File: config.mk
export PLATFORM = sky130hd
export DESIGN_NAME = alu_issue_ctrl
export DESIGN_NICKNAME = d
export VERILOG_FILES = /design/src/rtl/alu_pkg.sv /design/src/rtl/alu_regfile.sv /design/src/rtl/alu_issue_ctrl.sv
export SDC_FILE = /design/constraint.sdc
export NUM_CORES = 1
export LEC_CHECK = 0
export ABC_AREA = 1
export CORE_UTILIZATION = 28
export DETAILED_ROUTE_END_ITERATION = 12
export HOLD_SLACK_MARGIN = 0.05
export PLACE_DENSITY = 0.42
export SLEW_MARGIN = 20
export SYNTH_ARGS = -nofsm -noshare
export SYNTH_HDL_FRONTEND = slang
export SYNTH_SLANG_ARGS = --single-unit
File: constraint.sdc
create_clock -name clk -period 2.45 [get_ports clk]
set_input_delay 0.3675 -clock clk [delete_from_list [all_inputs] [get_ports clk]]
set_output_delay 0.3675 -clock clk [all_outputs]
set_load 0.01 [all_outputs]
File: src/rtl/alu_pkg.sv
// Shared opcode, field, PSR and FSM definitions
// for the ALU issue sequencer.
package alu_pkg;

   localparam int DATA_W = 16;
   localparam int REG_N  = 16;

   localparam logic [4:0] OP_ADD    = 5'd0;
   localparam logic [4:0] OP_ADDU   = 5'd1;
   localparam logic [4:0] OP_ADDI   = 5'd2;
   localparam logic [4:0] OP_ADDUI  = 5'd3;
   localparam logic [4:0] OP_ADDC   = 5'd4;
   localparam logic [4:0] OP_ADDCU  = 5'd5;
   localparam logic [4:0] OP_ADDCUI = 5'd6;
   localparam logic [4:0] OP_ADDCI  = 5'd7;
   localparam logic [4:0] OP_SUB    = 5'd8;
   localparam logic [4:0] OP_SUBI   = 5'd9;
   localparam logic [4:0] OP_CMP    = 5'd10;
   localparam logic [4:0] OP_CMPU   = 5'd11;
   localparam logic [4:0] OP_CMPI   = 5'd12;
   localparam logic [4:0] OP_CMPUI  = 5'd13;
   localparam logic [4:0] OP_AND    = 5'd14;
   localparam logic [4:0] OP_OR     = 5'd15;
   localparam logic [4:0] OP_XOR    = 5'd16;
   localparam logic [4:0] OP_NOT    = 5'd17;
   localparam logic [4:0] OP_LSH    = 5'd18;
   localparam logic [4:0] OP_LSHI   = 5'd19;
   localparam logic [4:0] OP_RSH    = 5'd20;
   localparam logic [4:0] OP_RSHI   = 5'd21;
   localparam logic [4:0] OP_ALSH   = 5'd22;
   localparam logic [4:0] OP_ARSH   = 5'd23;
   localparam logic [4:0] OP_NOP    = 5'd24;

   localparam int PSR_C = 4;
   localparam int PSR_F = 3;
   localparam int PSR_L = 2;
   localparam int PSR_N = 1;
   localparam int PSR_Z = 0;

   localparam int F_OP_HI  = 15;
   localparam int F_OP_LO  = 11;
   localparam int F_RD_HI  = 10;
   localparam int F_RD_LO  = 7;
   localparam int F_RS_HI  = 6;
   localparam int F_RS_LO  = 3;
   localparam int F_IMM_HI = 6;
   localparam int F_IMM_LO = 0;

   typedef enum logic [1:0] {
      ST_IDLE,
      ST_READ,
      ST_EXEC,
      ST_WB
   } state_t;

   localparam logic [31:0] LEGAL =
      ((32'd1 << 25) - 32'd1) & ~(32'd1 << OP_ADDCI);

   localparam logic [31:0] IS_IMM =
      (32'd1 << OP_ADDI)  | (32'd1 << OP_ADDUI) |
      (32'd1 << OP_ADDCUI)| (32'd1 << OP_SUBI)  |
      (32'd1 << OP_CMPI)  | (32'd1 << OP_CMPUI) |
      (32'd1 << OP_LSHI)  | (32'd1 << OP_RSHI);

   localparam logic [31:0] SIGN_EXT =
      (32'd1 << OP_ADDI) | (32'd1 << OP_SUBI) |
      (32'd1 << OP_CMPI);

   localparam logic [31:0] USES_CIN =
      (32'd1 << OP_ADDC) | (32'd1 << OP_ADDCU) |
      (32'd1 << OP_ADDCUI);

   localparam logic [31:0] CMP_OPS =
      (32'd1 << OP_CMP)  | (32'd1 << OP_CMPU) |
      (32'd1 << OP_CMPI) | (32'd1 << OP_CMPUI);

   localparam logic [31:0] WRITES_RD =
      LEGAL & ~CMP_OPS & ~(32'd1 << OP_NOP);

   localparam logic [31:0] MASK_FZ_OPS =
      (32'd1 << OP_ADD)  | (32'd1 << OP_ADDI) |
      (32'd1 << OP_ADDC) | (32'd1 << OP_SUB)  |
      (32'd1 << OP_SUBI);

   localparam logic [31:0] MASK_CZ_OPS =
      (32'd1 << OP_ADDU)  | (32'd1 << OP_ADDUI) |
      (32'd1 << OP_ADDCU) | (32'd1 << OP_ADDCUI);

   localparam logic [4:0] MASK_FZ = 5'b01001;
   localparam logic [4:0] MASK_CZ = 5'b10001;
   localparam logic [4:0] MASK_L  = 5'b00100;

   function automatic logic [4:0] flag_mask(
      input logic [4:0] op
   );
      logic [4:0] m;
      m = '0;
      unique case (1'b1)
         MASK_FZ_OPS[op]: m = MASK_FZ;
         MASK_CZ_OPS[op]: m = MASK_CZ;
         CMP_OPS[op]:     m = MASK_L;
         default:         m = '0;
      endcase
      return m;
   endfunction

endpackage

File: src/rtl/alu_regfile.sv
// 16x16 register file: two decode read ports,
// one debug read port, one synchronous write port.
module alu_regfile
   import alu_pkg::*;
(
   input  logic              clk_i,
   input  logic              reset_i,
   input  logic [3:0]        ra_i,
   input  logic [3:0]        rb_i,
   input  logic [3:0]        dbg_addr_i,
   input  logic              we_i,
   input  logic [3:0]        wa_i,
   input  logic [DATA_W-1:0] wd_i,
   output logic [DATA_W-1:0] ra_data_o,
   output logic [DATA_W-1:0] rb_data_o,
   output logic [DATA_W-1:0] dbg_data_o
);

   logic [DATA_W-1:0] mem_q [REG_N];

   assign ra_data_o  = mem_q[ra_i];
   assign rb_data_o  = mem_q[rb_i];
   assign dbg_data_o = mem_q[dbg_addr_i];

   // Clear on reset, otherwise single-port write.
   always_ff @(posedge clk_i) begin
      if (reset_i) begin
         for (int i = 0; i < REG_N; i++) begin
            mem_q[i] <= '0;
         end
      end else if (we_i) begin
         mem_q[wa_i] <= wd_i;
      end
   end

endmodule

File: src/rtl/alu_issue_ctrl.sv
// Four-state sequencer feeding a combinational ALU:
// accept, read operands, execute, write back.
module alu_issue_ctrl
   import alu_pkg::*;
(
   input  logic        clk,
   input  logic        reset,
   input  logic        instr_valid,
   input  logic [15:0] instr_word,
   output logic        instr_ready,
   output logic [7:0]  alu_op,
   output logic [15:0] alu_a,
   output logic [15:0] alu_b,
   output logic        alu_cin,
   input  logic [15:0] alu_c,
   input  logic        alu_carry,
   input  logic        alu_flag,
   input  logic        alu_low,
   input  logic        alu_neg,
   input  logic        alu_zero,
   output logic [4:0]  psr,
   output logic        done,
   output logic        err,
   input  logic [3:0]  dbg_addr,
   output logic [15:0] dbg_data
);

   state_t      state_q, state_d;
   logic [15:0] ir_q, ir_d;
   logic [7:0]  op_q, op_d;
   logic [15:0] a_q, a_d;
   logic [15:0] b_q, b_d;
   logic        cin_q, cin_d;
   logic [15:0] res_q, res_d;
   logic [4:0]  flg_q, flg_d;
   logic [4:0]  psr_q, psr_d;

   logic        we;
   logic        ready;
   logic        done_p;
   logic        err_p;

   logic [4:0]  op5;
   logic [3:0]  rd;
   logic [3:0]  rs;
   logic [6:0]  imm7;
   logic        legal;
   logic [15:0] imm_ext;
   logic [15:0] rd_data;
   logic [15:0] rs_data;
   logic [4:0]  mask;

   assign op5   = ir_q[F_OP_HI:F_OP_LO];
   assign rd    = ir_q[F_RD_HI:F_RD_LO];
   assign rs    = ir_q[F_RS_HI:F_RS_LO];
   assign imm7  = ir_q[F_IMM_HI:F_IMM_LO];
   assign legal = LEGAL[op5];
   assign mask  = flag_mask(op5);

   assign imm_ext = SIGN_EXT[op5]
                  ? {{9{imm7[6]}}, imm7}
                  : {9'd0, imm7};

   alu_regfile u_rf (
      .clk_i      (clk),
      .reset_i    (reset),
      .ra_i       (rd),
      .rb_i       (rs),
      .dbg_addr_i (dbg_addr),
      .we_i       (we),
      .wa_i       (rd),
      .wd_i       (res_q),
      .ra_data_o  (rd_data),
      .rb_data_o  (rs_data),
      .dbg_data_o (dbg_data)
   );

   // Next-state, decode, capture and retire logic.
   always_comb begin
      state_d = state_q;
      ir_d    = ir_q;
      op_d    = op_q;
      a_d     = a_q;
      b_d     = b_q;
      cin_d   = cin_q;
      res_d   = res_q;
      flg_d   = flg_q;
      psr_d   = psr_q;
      we      = 1'b0;
      ready   = 1'b0;
      done_p  = 1'b0;
      err_p   = 1'b0;
      case (state_q)
         ST_IDLE: begin
            ready = 1'b1;
            if (instr_valid) begin
               ir_d    = instr_word;
               state_d = ST_READ;
            end
         end
         ST_READ: begin
            state_d = ST_EXEC;
            if (legal) begin
               op_d = {3'b000, op5};
               a_d  = rd_data;
               if (op5 == OP_NOT) begin
                  b_d = '0;
               end else if (IS_IMM[op5]) begin
                  b_d = imm_ext;
               end else begin
                  b_d = rs_data;
               end
               cin_d = USES_CIN[op5] & psr_q[PSR_C];
            end else begin
               op_d  = {3'b000, OP_NOP};
               a_d   = '0;
               b_d   = '0;
               cin_d = 1'b0;
            end
         end
         ST_EXEC: begin
            state_d = ST_WB;
            res_d   = alu_c;
            flg_d   = {alu_carry, alu_flag,
                       alu_low, alu_neg, alu_zero};
         end
         ST_WB: begin
            state_d = ST_IDLE;
            op_d    = {3'b000, OP_NOP};
            cin_d   = 1'b0;
            if (legal) begin
               done_p = 1'b1;
               we     = WRITES_RD[op5];
               psr_d  = (psr_q & ~mask) | (flg_q & mask);
            end else begin
               err_p = 1'b1;
            end
         end
         default: begin
            state_d = ST_IDLE;
         end
      endcase
   end

   // State and datapath registers with synchronous reset.
   always_ff @(posedge clk) begin
      if (reset) begin
         state_q <= ST_IDLE;
         ir_q    <= '0;
         op_q    <= {3'b000, OP_NOP};
         a_q     <= '0;
         b_q     <= '0;
         cin_q   <= 1'b0;
         res_q   <= '0;
         flg_q   <= '0;
         psr_q   <= '0;
      end else begin
         state_q <= state_d;
         ir_q    <= ir_d;
         op_q    <= op_d;
         a_q     <= a_d;
         b_q     <= b_d;
         cin_q   <= cin_d;
         res_q   <= res_d;
         flg_q   <= flg_d;
         psr_q   <= psr_d;
      end
   end

   assign instr_ready = ready;
   assign alu_op      = op_q;
   assign alu_a       = a_q;
   assign alu_b       = b_q;
   assign alu_cin     = cin_q;
   assign psr         = psr_q;
   assign done        = done_p;
   assign err         = err_p;

endmodule

======== Word level (Yosys, flattened, before mapping) ========
Memory sizes are Yosys's and may differ from the RTL's. A register that Yosys moved wholly into a read port is not among the register bits.
Cells that the tools add are included.
Widths: inputs -> output; s select.
storage, ports and cells
  flip-flop bits (word level) ............. 85
  bits in writable memories ............... 256
  output and inout bits ................... 65
  memories ................................ 9
  logic and storage cells ................. 89
  bits of input ports ..................... 44
  memory bits (read-only) ................. 256
memory list
  name              depth  width  rd ports  clocked after Yosys merged registers in  wr ports  line                   text
  u_rf.mem_q        16     16     3         2                                        16        alu_regfile.sv:19      logic [DATA_W-1:0] mem_q [REG_N];
  (name not given)  32     1      1         1                                        0         alu_issue_ctrl.sv:133  we = WRITES_RD[op5];
  (name not given)  32     1      1         1                                        0         alu_issue_ctrl.sv:113  cin_d = USES_CIN[op5] & psr_q[PSR_C];
  (name not given)  32     1      1         1                                        0         alu_issue_ctrl.sv:108  end else if (IS_IMM[op5]) begin
  (name not given)  32     1      1         1                                        0         alu_issue_ctrl.sv:60   assign imm_ext = SIGN_EXT[op5]
  (name not given)  32     1      1         1                                        0         alu_pkg.sv:101         CMP_OPS[op]: m = MASK_L;
  3 more memories   -      -      -         -                                        -         -
cells by class
  muxes and demuxes ....................... 55
  bitwise operators ....................... 5
  eq/ne operators ......................... 5
  $lt $le $gt $ge ......................... 1
  reduce and logical (&&, ||, !) cells .... 5
operators with widths
  kind                number
  $mux 16             6
  $mux 5              17
  $mux 1              22
  $mux 4              5
  $pmux 8 s2          1
  $reduce_or 16->1    1
  $pmux 5 s3          1
  $and 5x5->5         2
  $pmux 2 s4          1
  $lt 5x6->1 const B  1
  $eq 5x5->1 const B  1
  $not 5->5           1
  $or 5x5->5          1
  $eq 2x2->1 const B  2
  $reduce_and 2->1    2
  $eq 2x1->1 const B  1
  $logic_not 2->1     1
  $mux 2              1
  $ne 2x2->1 const B  1
  $pmux 1 s2          1
  $reduce_bool 2->1   1
  $and 1x1->1         1

======== Depth between registers and ports, before layout ========
  depth in word-level cells ............... 9
  depth in mapped cells ................... 14
  depth with buffers taken out ............ 13

======== Hierarchy ========
From an unflattened synthesis, not the netlist that was laid out.
unflattened totals
  cells, all modules ...................... 3000
  area total of the unflattened synthesis .. 20793.7 µm²
by module, submodules not included
  module          sequential area each (µm²)  area an instance (µm²)  cells an instance  times used
  alu_regfile     7687.4                      17185.2                 2517               1
  alu_issue_ctrl  1761.7                      3608.5                  483                1

======== Least setup slack after synthesis ========
Ideal clock, no wire load.
  path type ............................... register -> register
  start ................................... register state_q[0]
  end ..................................... memory u_rf.mem_q[8][0], enable pin
  library setup time ...................... 372 ps
  arrival time ............................ 1791 ps
  data required time ...................... 2078 ps
  cell stages (with the launch flop) ...... 9
  path buffers ............................ 1
  period minus slack after synthesis ...... 2162 ps
  setup slack ............................. 288 ps
  cell sequence ........................... dfxtp_1 -> ha_1 -> nand2_1 -> clkinv_1 -> nand3_4 -> nor3_4 -> nand2_2 -> buf_6 -> nand2_1
RTL lines
  what                    line                   text
  start, declared         alu_issue_ctrl.sv:28   state_t state_q, state_d;
  start signal, assigned  alu_issue_ctrl.sv:158  state_q <= state_d;
  end, declared           alu_regfile.sv:19

==> summary.md <==
| Metric | Value |
|---|---|
| Hold path start | `alu_zero` |
| Vias in the first global route | `about 18000` |
| Yosys reg bits | `~350` |
| Port buffer count | `103` |
| Grt ovf | `0` |
| Avg WL per Cell | `21.8 um` |
| Avg Cell Area, Syn | `~7.7 um^2` |
| # setup viols final | `0` |
| Max Cap Viol | `0` |
| CTS tree | `built` |
| Simple-gate portion of the synthesized area | `23.1%` |
| Slew Viols, Final | `0` |
| Most common cell in the netlist | `nand2_1` |
| Via density per instance | `5.16` |
| Power, Total | `around 22 mW` |
| Sequential share of the synthesized area | `47.9%` |
| Fmax | `421 MHz` |
| CTS Buffer Depth | `3` |
| Htree depth | `2` |
| Post-Synth Adder-Cell Area | `less than 1%` |
| Commonest cells post-synth | `443 x nand2_1, 340 x nor2_1, 314 x a21oi_1, 290 x o21ai_0, 273 x nand3_1` |
| Ratio of final minimum period to clock period | `between 90% and 100%` |
| Multi-input logic area | `around 0.0086 mm^2` |
| Initial DRC Count | `1799` |
| Critical Path Start Type | `flop` |
| DRC Markers | `0` |
| Reg clk slew, reported paths | `about 0.060 ns` |
| DRT Wirelength | `80.3 mm` |
| Root Driver | `clkbuf_16` |
| CTS sink count | `between 300 and 400` |
| Final hold violations | `0` |
| Pre-CTS setup slack | `-0.214 ns` |
| CTS Buf Count | `43` |
| Critical Path AT | `approximately 2 ns` |
| FF-to-FF Start | `state_q[0]` |
| Post-route ant nets | `0` |
| Final setup skew | `roughly 0.019 ns` |
| Post-synthesis cell area | `between 0.02 and 0.025 mm^2` |
| Async SR Flop Fraction | `0%` |
| Post-layout min period | `about 2.4 ns` |
| Post-Synth XOR/XNOR Area | `0%` |
| Router iterations before antenna repair | `6` |
| Die width | `around 270 um` |
| Hold Crit Class | `input pin to flop` |
| R2R Setup Slk | `0.24 ns` |
| Crit. End Element | `output pin` |
| Relative slew slack | `45.2%` |
| Fill count | `~7400` |
| Rows | `97` |
| Worst VDD drop | `0.488 mV` |
| Number of flops mapped to enable cells by yosys | `256` |
| Global Route Usage Sum | `21.6%` |
| Critical path data required time | `about 2.1 ns` |
| Reg2Reg Depth | `14` |
| Vias after detailed routing | `~19000` |
| Clock Latency Late Sink | `between 0.5 and 0.6 ns` |
| Ranking of synthesized cells by area | `edfxtp_1 38%, dfxtp_1 9.6%, nand2_1 8.3%` |
| Mux contribution to synthesized area | `0%` |
| Ports | `109` |
| Yosys warning count | `0` |
| CP Max Fanout | `3` |
| Global-route wire length before repair | `~120 mm` |
| Mapped Cells | `between 2000 and 3000` |
| CP Class | `flop to output pin` |
| DIE HEIGHT | `roughly 270 um` |
| FF+latch area | `roughly 0.0096 mm^2` |
| Synth Area in Compound Gates | `about a fifth` |
| Worst Hold Endpoint | `flg_q[0]` |
| Outcome | `finished, final reports clean` |
| Largest family of logic cells by synthesized area | `simple AND/OR/NAND/NOR gates` |
| WHS | `about 0.41 ns` |
| Hold Path Depth | `3` |
| Final GP Congestion | `roughly 0.9` |
| Setup ws final | `about 0.077 ns` |
| Starting Density | `roughly 28%` |
| Synth top area share | `about two fifths` |
| Final nets | `2770` |
| DP Wirelength | `between 50 and 60 mm` |
| Synth Flop Type | `edfxtp_1` |
| Core Region | `~0.070 mm^2` |
| PwrDens | `approximately 910 mW/mm^2` |
| Largest net degree at the start of global routing | `104` |
| Standby leakage power | `just over 9 nW` |
| Slew @ Worst Pin | `between 0.8 and 0.9 ns` |
| Initial antenna violation count | `1` |
| Area of the die | `~0.073 mm^2` |
| Share of cells above drive strength 1 | `between 10% and 20%` |
| Post-synth top area cell | `edfxtp_1` |
| Layout area overhead | `21.0%` |
| Unique masters post-synth | `32` |
==> report_power, final <==
group	leakage [nW]	switching, mW	total [mW]	internal (mW)
sequential	3.43	0.471	7.50	7.03
combinational	5.14	5.68	8.31	2.63
clock	0.676	2.63	6.37	3.73
==> repair_timing <==
item                                    in CTS  in global routing
pin swaps                                    4                  4
endpoints found under the setup margin      16                 18
setup buffers                                1                  1
hold buffers                                 0                  0
gates resized for setup                     35                 36
==> cells in the final DEF, fill, tap and decap left out, drive strengths merged, types with 64 or more instances in the layout <==
cell type,Yosys,routed
inv,220,221
buf,111,160
dfxtp,96,96
nor2,353,353
clkdlybuf4s50,0,83
edfxtp,256,256
nand3,274,274
o21ai,303,303
clkbuf,100,64
a21oi,314,314
nand2,459,459
==> routing by layer <==
layer	global-route usage, %	vias up	part of all wire [%]
li1	-	9049	-
met1	28.0	9218	43
met2	36.8	608	49
met3	2.34	159	4.3
met4	8.42	0	3.8
met5	0	-	0
==> cell families after synthesis <==
group / count (synthesis)
AO/OA/AOI/OAI: 702
buffers and inverters: 452
other: 1
adder cells (fa/ha/maj): 11
flip-flops: 352
AND/OR/NAND/NOR: 1099
==> worst max-delay path, cell delays in order, from the launching register on <==
cell and delay [ns]:
edfxtp_1 0.32, inv_1 0.07, nor2_1 0.14, a21oi_2 0.06
o21ai_2 0.16, o22ai_1 0.09, o21ai_0 0.17, buf_4 0.16
dlygate4sd2_1 0.27
==> registers in the layout, indices dropped and copies added, names as in the netlist, 2 cells and up, named ones only <==
register and cells:
alu_a 16, alu_b 16, alu_op 5, flg_q 4
ir_q 16, res_q 16, state_q 2, u_rf.mem_q 256
==> stage by stage <==
| step | std cells | setup TNS (ns) | instance area (um^2) | utilization, % |
|---|---|---|---|---|
| after floorplan | 2620 | 0 | 20100 | - |
| after global placement | 3608 | -2.60 | 22800 | 32.4 |
| after detailed placement | 3608 | -2.60 | 22800 | 32.4 |
| after CTS | 3687 | 0 | 24200 | 34.4 |
| after global routing | 3689 | -0.00354 | 24300 | 34.5 |
| final | 3689 | 0 | 24300 | 34.5 |
==> final cells by class <==
class,count,share of cell area (%)
clock inverter,18,0.727
inverter,241,3.73
multi-input combinational,1816,35.4
timing repair buffer,261,10.7
antenna,1,0.0103
tap,940,4.85
sequential,352,39.7
clock buffer,60,4.95
==> worst max-delay path by stage <==
stage / startpoint / endpoint / depth (start not counted)
6_report: u_rf.mem_q[6][5] / dbg_data[5] / 8
5_1_grt: u_rf.mem_q[6][5] / dbg_data[5] / 8
4_1_cts: u_rf.mem_q[5][3] / dbg_data[3] / 8
3_5_place_dp: dbg_addr[2] / dbg_data[5] / 8
3_3_place_gp: dbg_addr[2] / dbg_data[5] / 8
2_1_floorplan: state_q[0] / u_rf.mem_q[8][0] / 8
Note: power is estimated with default switching activity, not from simulation.
==> edit, RTL diff (same settings) <==
Register the output `dbg_data`, with the module's reset; this adds one clock of latency there. The other outputs are not delayed to match.
--- a/src/rtl/alu_issue_ctrl.sv
+++ b/src/rtl/alu_issue_ctrl.sv
@@ -25,4 +25,6 @@
    output logic [15:0] dbg_data
 );
+
+   logic [15:0] dbg_data_d;
 
    state_t      state_q, state_d;
@@ -73,5 +75,5 @@
       .ra_data_o  (rd_data),
       .rb_data_o  (rs_data),
-      .dbg_data_o (dbg_data)
+      .dbg_data_o (dbg_data_d)
    );
 
@@ -177,4 +179,12 @@
    assign err         = err_p;
 
+   always_ff @(posedge clk) begin
+      if (reset) begin
+         dbg_data <= '0;
+      end else begin
+         dbg_data <= dbg_data_d;
+      end
+   end
+
 endmodule
 
Behaviour: no difference found for any inputs over 4 cycles, from zero or initial values and one cycle with reset high; that may be too few to reach the edited logic, so the function may still have changed.
==> edit against the original RTL <==
Sequential power rose by 2.9%; setup slack improved by 16 ps; design area barely moved; routed wire length rose by 6.3%; sequential share of layout area rose by 1.3 points; sequential cell count rose by 16; power rose by 5.1%; synthesized area rose by 0.94%; critical path type unchanged; largest power group unchanged.
==> edit: results (changes against the original RTL) <==
Setup Skew: 21.55 ps (+2.524 ps)
fill count: 7,487 (+0.96%)
Hold WC Path Type: primary input to flip-flop
post-synthesis mux area share: 0% (unchanged)
main combinational cell family by area after synthesis: simple AND/OR/NAND/NOR gates
LEAKAGE: 0.009106 uW (-1.5%)
syn_area_per_cell: 7.685 sq um (+0.28%)
Placer Congestion: 0.8706 (-3.1%)
asr flop ratio synth: 0% (unchanged)
Place WS: 149.9 ps (+363.8 ps)
leading register cell type out of synthesis: edfxtp_1
synth top area cells: edfxtp_1 38%, dfxtp_1 11%, nand3_1 8.4%, a21oi_1 8.2%, o21ai_0 7.6%
status: completed
total detailed-routing wirelength: 85.33 mm (+6.3%)
first-pass GRT wire length: 124.8 mm (+5.2%)
final instance area: 24,270 sq um (about the same)
crit path max fanout: 8 (+5)
max reg flops: 256 (unchanged)
Clock Pin Slew Worst Setup and Hold Paths: 60 ps (about the same)
CP peak stage delay: 570 ps (+250 ps)
share of cells above drive strength 1: 8.202% (-2.6 points)
Inserted Clock Buffers: 45 (+4.7%)
detailed-route via count: 19,480 (+2.4%)
DP HPWL: 56.64 mm (-1.3%)
vias in the first global route: 18,390 (+0.49%)
largest net degree at the start of global routing: 103 (-0.96%)
Post-synth EDFFs: 256 (unchanged)
post-synthesis sequential area ratio: 49.05% (+1.1 points)
initial antenna violation count: 0 (-1)
latest clock arrival within the worst-skew pair: 590 ps
drt first pass iters: 6 (unchanged)
Compound-Gate Fraction of Synth Area: 18.07% (-0.60 points)
Port Buffers: 103 (unchanged)
# Post-CTS Setup Buffers: 0 (-1)
CTS H-Tree Depth: 2 (unchanged)
Worst VDD drop: 0.4594 mV (-5.8%)
warnings from Yosys: 0 (unchanged)
Post-Synth XOR/XNOR Area: 0% (unchanged)
actual slew at the worst max-slew pin: 819.0 ps (+2.301 ps)
Critical Path AT: 1990 ps (-20 ps)
overall routing resource usage: 22.86% (+1.3 points)
CP max stage cell: clkdlybuf4s50_1
Synth top cells by count: 392 x nand2_1, 342 x nor2_1, 338 x nand3_1, 331 x a21oi_1, 306 x o21ai_0
area share of fa/ha/maj cells after synthesis: 0.6799% (-0.0064 points)
clock tree buffer depth: 3 (unchanged)
ant diodes: 0 (-1)
Iter 0 DRT Violations: 2,052 (+14%)
nets: 2,750 (-0.72%)
post-synthesis cell type count: 31 (-3.1%)
Biggest register: u_rf.mem_q
via/cell ratio: 5.293 (+2.6%)
placed inst area: 22,800 sq um (-0.11%)
placed insts: 3,598 (-0.28%)
Root Driver: clkbuf_16
-- edit: timing repair --
item | 4_1_cts | 5_1_grt
hold buffers | 0 | 0
resized for setup | 0 | 1
setup endpoints to repair | 0 | 1
-- edit: power breakdown --
group	leakage (uW)	internal, uW	switching (uW)
registers	0.00356	7300	418
logic	0.00481	2580	6250
clock network	0.000726	3910	2830
-- edit: final timing paths --
kind                           start                     end  slack, ps  cells past startpoint
max          state_q[1]$_SDFFE_PP0P_                    done         90                      4
min                            reset   ir_q[14]$_SDFFE_PP0N_        200                      4
max reg2reg  state_q[1]$_SDFFE_PP0P_               flip-flop        240                     11
min reg2reg   res_q[15]$_SDFFE_PP0P_  res_q[15]$_SDFFE_PP0P_        440                      2
-- edit: kinds of logic after synthesis --
family	Yosys count
AOI/OAI and AO/OA	700
adders and majority gates	11
buffers and inverters	457
DFF	368
other	1
and+or+nand+nor	1097
-- edit: cell type report --
type	count	area [sq um]	share of cell area, %
clock buffer	67	1346	5.547
clock inverter	16	118.9	0.4898
inverter	246	927.1	3.820
multi-input combinational	1812	8464	34.88
sequential	368	9942	40.97
tap	950	1189	4.898
timing repair buffer	222	2282	9.404
-- edit: worst max-delay path: cells and delay by family, from the launching register on --
kind,cells,cell delay (ps)
adder cells (fa/ha/maj),1,260
buffers and inverters,2,690
flip-flops,1,370
AND/OR/NAND/NOR,1,80
-- edit: layer usage --
metal	up-vias	GRT usage [%]	share of wire, %
li1	9027	-	-
met3	136	5.041	9.7
met4	0	5.828	2.3
met1	9320	32.54	45
met2	999	34.71	43
met5	-	0	0
-- edit: stage by stage --
stage	hold WS, ps	power, uW
detailed placement	437.7	16520
floorplan	429.7	12510
global placement	435.7	16490
CTS	176.4	23320
global route	203.9	24460
finish	203.6	23300
